## src/rtl/cabac_bin_decoder.sv

```systemverilog
// H.265 CABAC context-coded bin decoder: LPS/MPS decision, context update and renormalisation in one step.
// Optional CABAC_DEC_BIN_OUT_REG_EN registers all outputs for a single cycle of latency.
module cabac_bin_decoder (
    input  logic       clk,
    input  logic       rst,
    input  logic [8:0] i_ivlCurrRange,
    input  logic [8:0] i_ivlOffset,
    input  logic [5:0] i_pStateIdx,
    input  logic       i_valMps,
    input  logic [5:0] i_rbsp_in,
    output logic [8:0] o_ivlCurrRange,
    output logic [8:0] o_ivlOffset,
    output logic [5:0] o_pStateIdx,
    output logic       o_valMps,
    output logic       o_binVal,
    output logic [2:0] o_output_len
);

    function automatic logic [31:0] lps_row(input logic [5:0] s);
        logic [31:0] row;
        case (s)
            6'd0:  row = {8'd128, 8'd176, 8'd208, 8'd240};
            6'd1:  row = {8'd128, 8'd167, 8'd197, 8'd227};
            6'd2:  row = {8'd128, 8'd158, 8'd187, 8'd216};
            6'd3:  row = {8'd123, 8'd150, 8'd178, 8'd205};
            6'd4:  row = {8'd116, 8'd142, 8'd169, 8'd195};
            6'd5:  row = {8'd111, 8'd135, 8'd160, 8'd185};
            6'd6:  row = {8'd105, 8'd128, 8'd152, 8'd175};
            6'd7:  row = {8'd100, 8'd122, 8'd144, 8'd166};
            6'd8:  row = {8'd95,  8'd116, 8'd137, 8'd158};
            6'd9:  row = {8'd90,  8'd110, 8'd130, 8'd150};
            6'd10: row = {8'd85,  8'd104, 8'd123, 8'd142};
            6'd11: row = {8'd81,  8'd99,  8'd117, 8'd135};
            6'd12: row = {8'd77,  8'd94,  8'd111, 8'd128};
            6'd13: row = {8'd73,  8'd89,  8'd105, 8'd122};
            6'd14: row = {8'd69,  8'd85,  8'd100, 8'd116};
            6'd15: row = {8'd66,  8'd80,  8'd95,  8'd110};
            6'd16: row = {8'd62,  8'd76,  8'd90,  8'd104};
            6'd17: row = {8'd59,  8'd72,  8'd86,  8'd99};
            6'd18: row = {8'd56,  8'd69,  8'd81,  8'd94};
            6'd19: row = {8'd53,  8'd65,  8'd77,  8'd89};
            6'd20: row = {8'd51,  8'd62,  8'd73,  8'd85};
            6'd21: row = {8'd48,  8'd59,  8'd69,  8'd80};
            6'd22: row = {8'd46,  8'd56,  8'd66,  8'd76};
            6'd23: row = {8'd43,  8'd53,  8'd63,  8'd72};
            6'd24: row = {8'd41,  8'd50,  8'd59,  8'd69};
            6'd25: row = {8'd39,  8'd48,  8'd56,  8'd65};
            6'd26: row = {8'd37,  8'd45,  8'd54,  8'd62};
            6'd27: row = {8'd35,  8'd43,  8'd51,  8'd59};
            6'd28: row = {8'd33,  8'd41,  8'd48,  8'd56};
            6'd29: row = {8'd32,  8'd39,  8'd46,  8'd53};
            6'd30: row = {8'd30,  8'd37,  8'd43,  8'd50};
            6'd31: row = {8'd29,  8'd35,  8'd41,  8'd48};
            6'd32: row = {8'd27,  8'd33,  8'd39,  8'd45};
            6'd33: row = {8'd26,  8'd31,  8'd37,  8'd43};
            6'd34: row = {8'd24,  8'd30,  8'd35,  8'd41};
            6'd35: row = {8'd23,  8'd28,  8'd33,  8'd39};
            6'd36: row = {8'd22,  8'd27,  8'd32,  8'd37};
            6'd37: row = {8'd21,  8'd26,  8'd30,  8'd35};
            6'd38: row = {8'd20,  8'd24,  8'd29,  8'd33};
            6'd39: row = {8'd19,  8'd23,  8'd27,  8'd31};
            6'd40: row = {8'd18,  8'd22,  8'd26,  8'd30};
            6'd41: row = {8'd17,  8'd21,  8'd25,  8'd28};
            6'd42: row = {8'd16,  8'd20,  8'd23,  8'd27};
            6'd43: row = {8'd15,  8'd19,  8'd22,  8'd25};
            6'd44: row = {8'd14,  8'd18,  8'd21,  8'd24};
            6'd45: row = {8'd14,  8'd17,  8'd20,  8'd23};
            6'd46: row = {8'd13,  8'd16,  8'd19,  8'd22};
            6'd47: row = {8'd12,  8'd15,  8'd18,  8'd21};
            6'd48: row = {8'd12,  8'd14,  8'd17,  8'd20};
            6'd49: row = {8'd11,  8'd14,  8'd16,  8'd19};
            6'd50: row = {8'd11,  8'd13,  8'd15,  8'd18};
            6'd51: row = {8'd10,  8'd12,  8'd15,  8'd17};
            6'd52: row = {8'd10,  8'd12,  8'd14,  8'd16};
            6'd53: row = {8'd9,   8'd11,  8'd13,  8'd15};
            6'd54: row = {8'd9,   8'd11,  8'd12,  8'd14};
            6'd55: row = {8'd8,   8'd10,  8'd12,  8'd14};
            6'd56: row = {8'd8,   8'd9,   8'd11,  8'd13};
            6'd57: row = {8'd7,   8'd9,   8'd11,  8'd12};
            6'd58: row = {8'd7,   8'd9,   8'd10,  8'd12};
            6'd59: row = {8'd7,   8'd8,   8'd10,  8'd11};
            6'd60: row = {8'd6,   8'd8,   8'd9,   8'd11};
            6'd61: row = {8'd6,   8'd7,   8'd9,   8'd10};
            6'd62: row = {8'd6,   8'd7,   8'd8,   8'd9};
            default: row = {8'd2,  8'd2,   8'd2,   8'd2};
        endcase
        return row;
    endfunction

    function automatic logic [5:0] trans_lps(input logic [5:0] s);
        logic [5:0] t;
        case (s)
            6'd0, 6'd1:                      t = 6'd0;
            6'd2:                            t = 6'd1;
            6'd3, 6'd4:                      t = 6'd2;
            6'd5, 6'd6:                      t = 6'd4;
            6'd7:                            t = 6'd5;
            6'd8:                            t = 6'd6;
            6'd9:                            t = 6'd7;
            6'd10:                           t = 6'd8;
            6'd11, 6'd12:                    t = 6'd9;
            6'd13, 6'd14:                    t = 6'd11;
            6'd15:                           t = 6'd12;
            6'd16, 6'd17:                    t = 6'd13;
            6'd18, 6'd19:                    t = 6'd15;
            6'd20, 6'd21:                    t = 6'd16;
            6'd22, 6'd23:                    t = 6'd18;
            6'd24, 6'd25:                    t = 6'd19;
            6'd26, 6'd27:                    t = 6'd21;
            6'd28, 6'd29:                    t = 6'd22;
            6'd30:                           t = 6'd23;
            6'd31, 6'd32:                    t = 6'd24;
            6'd33:                           t = 6'd25;
            6'd34, 6'd35:                    t = 6'd26;
            6'd36, 6'd37:                    t = 6'd27;
            6'd38:                           t = 6'd28;
            6'd39, 6'd40:                    t = 6'd29;
            6'd41, 6'd42, 6'd43:             t = 6'd30;
            6'd44:                           t = 6'd31;
            6'd45, 6'd46:                    t = 6'd32;
            6'd47, 6'd48, 6'd49:             t = 6'd33;
            6'd50, 6'd51:                    t = 6'd34;
            6'd52, 6'd53, 6'd54:             t = 6'd35;
            6'd55, 6'd56, 6'd57:             t = 6'd36;
            6'd58, 6'd59, 6'd60:             t = 6'd37;
            6'd61, 6'd62:                    t = 6'd38;
            default:                         t = 6'd63;
        endcase
        return t;
    endfunction

    logic [31:0] row;
    logic [8:0]  lps, r_mps, rng, off;
    logic        is_lps;
    logic [2:0]  n;
    logic [14:0] off_ext;
    logic [8:0]  c_range, c_offset;
    logic [5:0]  c_pst;
    logic        c_mps, c_bin;

    always_comb begin
        row = lps_row(i_pStateIdx);
        case (i_ivlCurrRange[7:6])
            2'd0:    lps = {1'b0, row[31:24]};
            2'd1:    lps = {1'b0, row[23:16]};
            2'd2:    lps = {1'b0, row[15:8]};
            default: lps = {1'b0, row[7:0]};
        endcase
        r_mps  = i_ivlCurrRange - lps;
        is_lps = (i_ivlOffset >= r_mps);
        if (is_lps) begin
            c_bin = ~i_valMps;
            off   = i_ivlOffset - r_mps;
            rng   = lps;
            c_mps = (i_pStateIdx == 6'd0) ? ~i_valMps : i_valMps;
            c_pst = trans_lps(i_pStateIdx);
        end else begin
            c_bin = i_valMps;
            off   = i_ivlOffset;
            rng   = r_mps;
            c_mps = i_valMps;
            c_pst = (i_pStateIdx >= 6'd62) ? i_pStateIdx : i_pStateIdx + 6'd1;
        end
        // Leading-zero count of the 9-bit range gives the renormalisation shift.
        casez (rng)
            9'b1????????: n = 3'd0;
            9'b01???????: n = 3'd1;
            9'b001??????: n = 3'd2;
            9'b0001?????: n = 3'd3;
            9'b00001????: n = 3'd4;
            9'b000001???: n = 3'd5;
            9'b0000001??: n = 3'd6;
            default:      n = 3'd7;
        endcase
        c_range  = rng << n;
        // Bitstream bits follow the offset so a single shift pulls them in MSB-first.
        off_ext  = {off, i_rbsp_in} << n;
        c_offset = off_ext[14:6];
    end

`ifdef CABAC_DEC_BIN_OUT_REG_EN
    always_ff @(posedge clk or posedge rst) begin
        if (rst) begin
            o_ivlCurrRange <= 9'd510;
            o_ivlOffset    <= 9'd0;
            o_pStateIdx    <= 6'd0;
            o_valMps       <= 1'b0;
            o_binVal       <= 1'b0;
            o_output_len   <= 3'd0;
        end else begin
            o_ivlCurrRange <= c_range;
            o_ivlOffset    <= c_offset;
            o_pStateIdx    <= c_pst;
            o_valMps       <= c_mps;
            o_binVal       <= c_bin;
            o_output_len   <= n;
        end
    end
`else
    logic unused_clk_rst;
    assign unused_clk_rst = &{1'b0, clk, rst};
    assign o_ivlCurrRange = c_range;
    assign o_ivlOffset    = c_offset;
    assign o_pStateIdx    = c_pst;
    assign o_valMps       = c_mps;
    assign o_binVal       = c_bin;
    assign o_output_len   = n;
`endif

endmodule

```

## config.mk

```make
export PLATFORM = sky130hd
export DESIGN_NAME = cabac_bin_decoder
export DESIGN_NICKNAME = d
export VERILOG_FILES = /design/src/rtl/cabac_bin_decoder.sv
export SDC_FILE = /design/constraint.sdc
export NUM_CORES = 1
export LEC_CHECK = 0
export CAP_MARGIN = 30
export CORE_ASPECT_RATIO = 0.9
export CORE_MARGIN = 1.5
export CORE_UTILIZATION = 30
export DETAILED_ROUTE_END_ITERATION = 12
export PLACE_DENSITY_LB_ADDON = 0.2
export SLEW_MARGIN = 20
export SYNTH_ARGS = -nofsm -noshare
export SYNTH_HDL_FRONTEND = slang
export SYNTH_SLANG_ARGS = --single-unit
```

## constraint.sdc

```tcl
create_clock -name vclk -period 21.4
set_input_delay 4.28 -clock vclk [all_inputs]
set_output_delay 4.28 -clock vclk [all_outputs]
set_load 0.1 [all_outputs]
```

Yosys cells after proc, flatten, opt, wreduce, memory -nomap -nowiden
Memory sizes are Yosys's and may differ from the RTL's.
Cells that the tools add are included.

operators by class
  add/sub/neg operators = 3
  multipliers = 0
  divide/modulo/power cells = 0
  order comparisons = 2
  equality and inequality tests = 8
  shifts and indexed selects = 2
  muxes and demuxes = 9
  bitwise operators = 1
  reductions and logical operators = 2

operators with widths
  operator             count
  $pmux 8 s3           1
  $pmux 3 s7           1
  $mux 9               2
  $sub 9x9->9          2
  $shl 15x3->15        1
  $mux 6               2
  $ge 9x9->1           1
  $shl 9x3->9          1
  $eq 7x1->1 const B   1
  $add 6x1->6 const B  1
  $eq 6x1->1 const B   1
  $ge 6x6->1 const B   1
  $logic_not 6->1      1
  $eq 5x1->1 const B   1
  $eq 2x1->1 const B   2
  $eq 4x1->1 const B   1
  $eq 3x1->1 const B   1
  $mux 1               3
  $eq 2x2->1 const B   1
  $logic_not 2->1      1
  $not 1->1            1

storage, ports and cells
  flip-flop bits (word level) = 0
  latch bits = 0
  memory bits (writable) = 0
  ROM bits = 2,432
  output and inout port bits = 29
  memories kept = 2

memory list
  memory           depth  bits a word  rd ports  clocked after memory_dff  write ports  line  text
  (no name shown)  64     32           1         0                         0            21    case (s)
  (no name shown)  64     6            1         0                         0            92    case (s)

Depth between registers and ports, before layout
Gate-level depths: netlist of run 1.

  depth in word-level cells = 8
  depth in mapped cells = 31
  depth with buffers taken out = 27

Worst setup path before layout of run 1
No wires, ideal clock.

  path type = input to output
  start = input i_pStateIdx[1]
  end = output o_ivlCurrRange[5]
  arrival = 11.931 ns
  data required time = 17.120 ns
  setup slack = 5.189 ns
  cell stages on the path = 28
  cell sequence = buf_2 -> inv_1 -> ha_1 -> clkbuf_1 -> o21ai_0 -> mux4_2 -> o22ai_1 -> o22ai_1 -> o22ai_1 -> inv_1 -> ha_1 -> fa_1 -> and2b_1 -> o21ai_0 -> or3b_2 -> nand2_1 -> ha_1 -> o21a_1 -> nor2_1 -> a21oi_1 -> o22ai_1 -> a221oi_4 -> nor2_2 -> mux2i_4 -> inv_2 -> buf_2 -> nand2_1 -> o21ai_0

on the way
  word-level cells in the longest chain between the ends = 8
  elaborated cells between the ends (all ways) = 13

ends and longest elaborated chain
  what                                line  text
  from (decl)                         8     input logic [5:0] i_pStateIdx,
  $mem_v2 64x32 *                     --
  $pmux 8 s3 *                        143   case (i_ivlCurrRange[7:6])
  $sub 9x9->9                         149   r_mps = i_ivlCurrRange - lps;
  $ge 9x9->1                          150   is_lps = (i_ivlOffset >= r_mps);
  $mux 9 *                            151   if (is_lps) begin
  $eq 7x1->1 (tied with other cells)  165   casez (rng)
  $pmux 3 s7 *                        165
  via o_output_len[2]                 16    output logic [2:0] o_output_len
  $shl 9x3->9 *                       175   c_range = rng << n;
  to (decl)                           11    output logic [8:0] o_ivlCurrRange,

The timed path passes the listed nets; every way through them passes the cells marked *.

Final worst setup path of run 1
  start = input i_pStateIdx[1]
  end = output o_ivlCurrRange[5]

on the way
  word-level cells in the longest chain between the ends = 8
  elaborated cells between the ends (all ways) = 13

ends and longest elaborated chain
  what                                line
  $mem_v2 64x32 *                     --
  $pmux 8 s3 *                        143
  $sub 9x9->9                         149
  $ge 9x9->1                          150
  $mux 9 *                            151
  $eq 7x1->1 (tied with other cells)  165
  $pmux 3 s7                          165
  $shl 9x3->9 *                       175

Mark *: on every way between the ends. The rest lies on a longest branch, timed or not.

==> metrics.md, run 1 <==
| Metric | Value |
|---|---|
| First-pass GRT wire length | between 30 and 40 mm |
| Worst hold path class | in -> out |
| Vias/cell | between 6 and 7 |
| Core Box Area | 15600 sq um |
| Mapped Area | just under 5000 sq um |
| Register area | 0 sq um |
| Critical path type | in -> out |
| Clock buf count | 0 |
| Final setup TNS | 0 ns |
| Slew margin rel. | 0.3326 |
| Final Hold Fails | 0 |
| Final setup violation count | 0 |
| Crit path required time | roughly 17 ns |
| Minimum clock period | ~18 ns |
| Period utilization | 0.8534 |
| Arr. time, crit path | roughly 14 ns |
| Yosys cell types | 81 |
| Hold Slack | about 10 ns |
| FP Rows | 43 |
| DRC Markers | 0 |
| Pleak | approximately 0.0021 uW |
| Placer Congestion | between 1 and 1.5 |
| Sequential cells | 0 |
| Detail Route Antenna Nets | 0 |
| Share of the synthesized area in the top cell type | 0.09264 |
| Synth top area cells | mux2i_1 9.3%, ha_1 9.0%, a21oi_1 5.7% |
| PwrDens | 118.7 nW/um^2 |
| Startpoint Class | primary input |
| Antenna violations before repair | 0 |
| Max Slew Vio Count | 0 |
| RSZ-0062 raised after global routing | no |
| Die area | about 17000 sq um |
| Port buffer count | 60 |
| Post-CTS Hold Buffers | 0 |
| Post_cts resized | 0 |
| Mapped Nets | just under 800 |
| Final instance area | roughly 5500 sq um |
| Endpoint class of the critical path | output port |
| Seq/Total Area, Yosys | 0 |
| Gr ovfl total | 0 |
| Crit Path Max Fanout | 26 |
| Placed cell areas | 5479 sq um |
| Post-layout nets | roughly 800 |
| Vias in the first global route | around 5400 |
| Area Overhead vs Synth | 12.69% |
| Drt total wl | ~21 mm |
| Gr usage total | 0.2391 |
| Syn_area_per_cell | 6.725 sq um |
| Die width | roughly 140 um |
| Area of the multi-input gates | roughly 4400 sq um |
| Fmax | roughly 55 MHz |
| IO Pins | 62 |
| Pre-Repair DR Iteration Count | 6 |
| Measured slew at the worst slew-check pin | 0.9979 ns |
| Worst VDD drop | between 0.15 and 0.2 mV |
| Die H | approximately 120 um |
| Number of diodes | 0 |
| Share of post-route cells with drive strength above 1 | 0.07397 |
| Largest net degree at the start of global routing | 79 |
| Starting Density | 0.3116 |
| HPWL Detailed | ~15 mm |
| Status | finished clean |
| Mapped Cells | around 720 |
| Vias | around 5900 |
| Drt wl/cell | around 22 um |
| # Post-CTS Setup Buffers | 0 |
| Yosys top cell by area | mux2i_1 |
| Max-Cap Viols | 0 |
| Fill cell count | between 1500 and 2000 |
| Synth Warn # | 0 |
| Initial drt markers | 799 |
==> metal layers <==
layer | up-vias | GRT usage | wire, um
met5 | - | 0 | 0
met2 | 333 | 0.3345 | 8382
met4 | 0 | 0.05263 | 436
met1 | 2789 | 0.3633 | 9778
met3 | 42 | 0.05657 | 2190
li1 | 2765 | - | -
==> power breakdown <==
group          switching (uW)  total [uW]  internal (uW)
Combinational             468         650            182
Clock                       0           0              0
Sequential                  0           0              0
Total                     468         650            182
==> worst max-delay path, cell delays in order <==
cell and delay [ns]:
clkdlybuf4s50_1 0.46, buf_4 0.32, inv_1 0.33, ha_1 0.83, and3_1 0.26, a211oi_1 0.05
a311o_1 0.43, o32ai_1 0.49, a211oi_1 0.24, ha_1 0.40, and2b_1 0.22, o21ai_0 0.14
or3b_2 0.45, nand2_1 0.21, ha_1 0.34, o21a_1 0.21, nor2_1 0.08, a21oi_1 0.06
o22ai_1 0.30, a221oi_4 0.15, nor2_2 0.48, buf_4 0.30, o21ai_0 0.17, nor2_1 0.73
inv_1 0.45, mux2i_1 0.24, o21ai_0 0.20, clkdlybuf4s50_1 1.17
==> path summary, 6_finish.rpt <==
check | cells past startpoint | end | startpoint | slack [ns]
max | 28 | o_ivlCurrRange[5] | i_pStateIdx[1] | 3.14
min | 4 | o_pStateIdx[5] | i_pStateIdx[3] | 10.09
==> synthesized netlist by cell type, types with 5 or more instances <==
master,instances
mux2i_1,45
nor3_1,14
o21a_1,7
nand2_1,63
o31ai_1,6
nand3b_1,5
a21oi_1,55
a311o_1,5
buf_4,8
xor2_1,5
and3_1,6
o22ai_1,15
clkbuf_1,23
a311oi_1,6
inv_1,31
xnor2_1,13
o211ai_1,11
nand4_1,6
nand3_1,16
ha_1,35
a21o_1,6
a31oi_1,19
nor2b_1,14
o2111ai_1,7
o221ai_1,10
nor2_1,57
o21ai_0,48
nand2b_1,18
a211oi_1,17
buf_2,29
mux2_2,15
a211o_1,6
nor3b_1,5
==> metrics by stage <==
stage                     total power (uW)  utilization  std cells  setup WS (ns)
after floorplan                      506.3            -        723          5.190
after global placement               641.1       0.3512        932          3.235
after detailed placement             644.0       0.3512        932          3.386
after CTS                            645.7       0.3512        932          3.341
after global routing                 681.7       0.3512        932          2.653
final                                650.2       0.3512        932          3.137
==> logic make-up (layout without fill, tap and decap cells) <==
| logic type | Yosys count | in the layout | synth area share |
|---|---|---|---|
| XOR/XNOR | 19 | 19 | 0.03577 |
| AO/OA/AOI/OAI | 268 | 268 | 0.3845 |
| multiplexers | 64 | 64 | 0.1459 |
| buffers and inverters | 101 | 108 | 0.09495 |
| adder cells (fa/ha/maj) | 39 | 39 | 0.1024 |
| AND/OR/NAND/NOR | 232 | 232 | 0.2365 |
==> cell type report <==
cell class                      instances  area share
Inverter                               34     0.02329
Multi-Input combinational cell        622      0.8032
Tap cell                              202     0.04613
Timing Repair Buffer                   74      0.1274
==> cell usage in the layout, fill, tap and decap left out, types with 5 or more instances in the layout <==
cell type / netlist / routed
o2111ai_1: 7 / 7
a21o_1: 6 / 6
o22ai_1: 15 / 15
nand3_1: 16 / 16
a31oi_1: 19 / 19
nor3b_1: 5 / 5
a211o_1: 6 / 6
mux2i_1: 45 / 45
a211oi_1: 17 / 17
o31ai_1: 6 / 6
nor3_1: 14 / 14
o211ai_1: 11 / 11
inv_1: 31 / 31
nor2_1: 57 / 57
nand3b_1: 5 / 5
ha_1: 35 / 35
clkdlybuf4s50_1: 0 / 58
nor2b_1: 14 / 14
a21oi_1: 55 / 55
mux2_2: 15 / 15
o21ai_0: 48 / 48
nand2b_1: 18 / 18
o221ai_1: 10 / 10
and3_1: 6 / 6
a311oi_1: 6 / 6
xor2_1: 5 / 5
xnor2_1: 13 / 13
nand4_1: 6 / 6
nand2_1: 63 / 63
buf_4: 8 / 15
a311o_1: 5 / 5
o21a_1: 7 / 7
(Power assumes the default switching activity.)
==> run 2, diff against run 1 <==
- GPL_ROUTABILITY_DRIVEN: unset -> 0
==> run 2 against run 1 <==
  * Non-clock buffer count shrank 4
  * Utilization shrank 0.19 points
  * Via count grew 0.32%
  * Critical path depth shrank 2
  * First-iteration DRC count shrank 12%
  * Clock-buffer cell count is the same
==> metrics.md, run 2 (synthesized netlist as in run 1, its figures left out) <==
| Metric | Value |
|---|---|
| Worst hold path class | in -> out |
| HPWL Detailed | 14.23 mm (-5.6%) |
| Antenna violations before repair | 0 (unchanged) |
| Core Box Area | 15600 sq um (unchanged) |
| Largest net degree at the start of global routing | 66 (-16%) |
| Crit Path Max Fanout | 26 (unchanged) |
| Pre-Repair DR Iteration Count | 6 (unchanged) |
| PwrDens | 118.7 nW/um^2 (about the same) |
| IO Pins | 62 (unchanged) |
| Register area | 0 sq um (unchanged) |
| Sequential cells | 0 (unchanged) |
| Fill cell count | 1675 (-2.2%) |
| Starting Density | 0.3116 (unchanged) |
| Most frequent cells in the layout | 63 x nand2_1, 58 x clkdlybuf4s50_1, 57 x nor2_1 |
| Post-layout nets | 798 (-0.50%) |
| Initial drt markers | 707 (-12%) |
| Critical path type | in -> out |
| Worst hold path cell count | 3 (-1) |
| FP Rows | 43 (unchanged) |
| Worst VDD drop | 0.1327 mV (-17%) |
| Endpoint class of the critical path | output port |
| Vias/cell | 6.409 (+0.75%) |
| # Post-CTS Setup Buffers | 0 (unchanged) |
| Max-Cap Viols | 0 (unchanged) |
| Final setup TNS | 0 ns (unchanged) |
| Fmax | 54.69 MHz (-0.13%) |
| Final setup violation count | 0 (unchanged) |
| Vias in the first global route | 5315 (-1.6%) |
| Status | finished clean |
| Arr. time, crit path | 14.01 ns (+0.03 ns) |
| Detail Route Antenna Nets | 0 (unchanged) |
| Die H | 123.8 um (unchanged) |
| Number of diodes | 0 (unchanged) |
| Post_cts resized | 0 (unchanged) |
| Hold Slack | 10.13 ns (+0.04160 ns) |
| Period utilization | 0.8545 (+0.001078) |
| Drt total wl | 19.62 mm (-5.6%) |
| Area Overhead vs Synth | 12.07% |
| Port buffer count | 60 (unchanged) |
| Share of post-route cells with drive strength above 1 | 0.06887 (-0.005102) |
| Clock buf count | 0 (unchanged) |
| Vias | 5948 (+0.32%) |
| RSZ-0062 raised after global routing | no |
| Die area | 16980 sq um (unchanged) |
| Measured slew at the worst slew-check pin | 1.010 ns (+0.01192 ns) |
| Final Power | 647.0 uW (-0.49%) |
| Die width | 137.2 um (unchanged) |
| DRC Markers | 0 (unchanged) |
| Pleak | 0.002094 uW (-0.93%) |
| Commonest non-fill, non-tap cell in the layout | nand2_1 |
| First-pass GRT wire length | 30.06 mm (-5.1%) |
| Slew margin rel. | 0.3246 (-0.007974) |
| Final Hold Fails | 0 (unchanged) |
| Max Slew Vio Count | 0 (unchanged) |
| Startpoint Class | primary input |
| Post-CTS Hold Buffers | 0 (unchanged) |
| Crit path required time | 17.12 ns (about the same) |
| Drt wl/cell | 21.14 um (-5.2%) |
| Gr usage total | 0.2228 (-0.01630) |
| Minimum clock period | 18.29 ns (+0.02307 ns) |
| Gr ovfl total | 0 (unchanged) |
-- run 2: changes by cell type in the layout (fill, tap and decap cells not counted) --
cell,change
buf_4,-4
-- run 2: critical path, stage by stage --
cell and delay (ns):
clkdlybuf4s50_1 0.47, buf_4 0.33, inv_1 0.32, ha_1 0.60
nor2b_1 0.90, a21oi_1 0.14, a2111oi_0 0.60, a211oi_1 0.29
ha_1 0.39, and2b_1 0.22, o21ai_0 0.14, or3b_2 0.45
nand2_1 0.20, ha_1 0.33, o21a_1 0.21, nor2_1 0.08
a21oi_1 0.06, o22ai_1 0.30, a221oi_4 0.16, nor2_2 0.45
o21ai_0 0.26, nor2_1 0.74, inv_1 0.45, mux2i_1 0.24
o21ai_0 0.22, clkdlybuf4s50_1 1.17
-- run 2: layout make-up --
cell class | count | area, sq um | area share
Tap cell | 202 | 252.7 | 0.04638
Multi-Input combinational cell | 622 | 4400 | 0.8076
Inverter | 34 | 127.6 | 0.02342
Timing Repair Buffer | 70 | 668.1 | 0.1226
-- run 2: where the power goes --
group	total, uW	internal (uW)	switching (uW)
clock network	0	0	0
logic	647	182	465
registers	0	0	0
total	647	182	465
-- run 2: layer usage --
| metal | global-route usage | part of all wire | vias up |
|---|---|---|---|
| li1 | - | - | 2750 |
| met1 | 0.3464 | 0.46 | 2758 |
| met2 | 0.3169 | 0.40 | 404 |
| met3 | 0.03704 | 0.12 | 36 |
| met4 | 0.04211 | 0.019 | 0 |
| met5 | 0 | 0 | - |
-- run 2: path summary, 6_finish.rpt --
kind | from | end
worst max-delay path | i_pStateIdx[1] | o_ivlCurrRange[5]
worst min-delay path | i_valMps | o_valMps
-- run 2: per-stage QoR --
step                setup WS [ns]    util  instance area (sq um)  std cells
floorplan                   5.190       -                   4862        723
global placement            3.467  0.3492                   5449        928
detailed placement          3.404  0.3492                   5449        928
CTS                         3.340  0.3492                   5449        928
global route                2.559  0.3492                   5449        928
finish                      3.114  0.3492                   5449        928
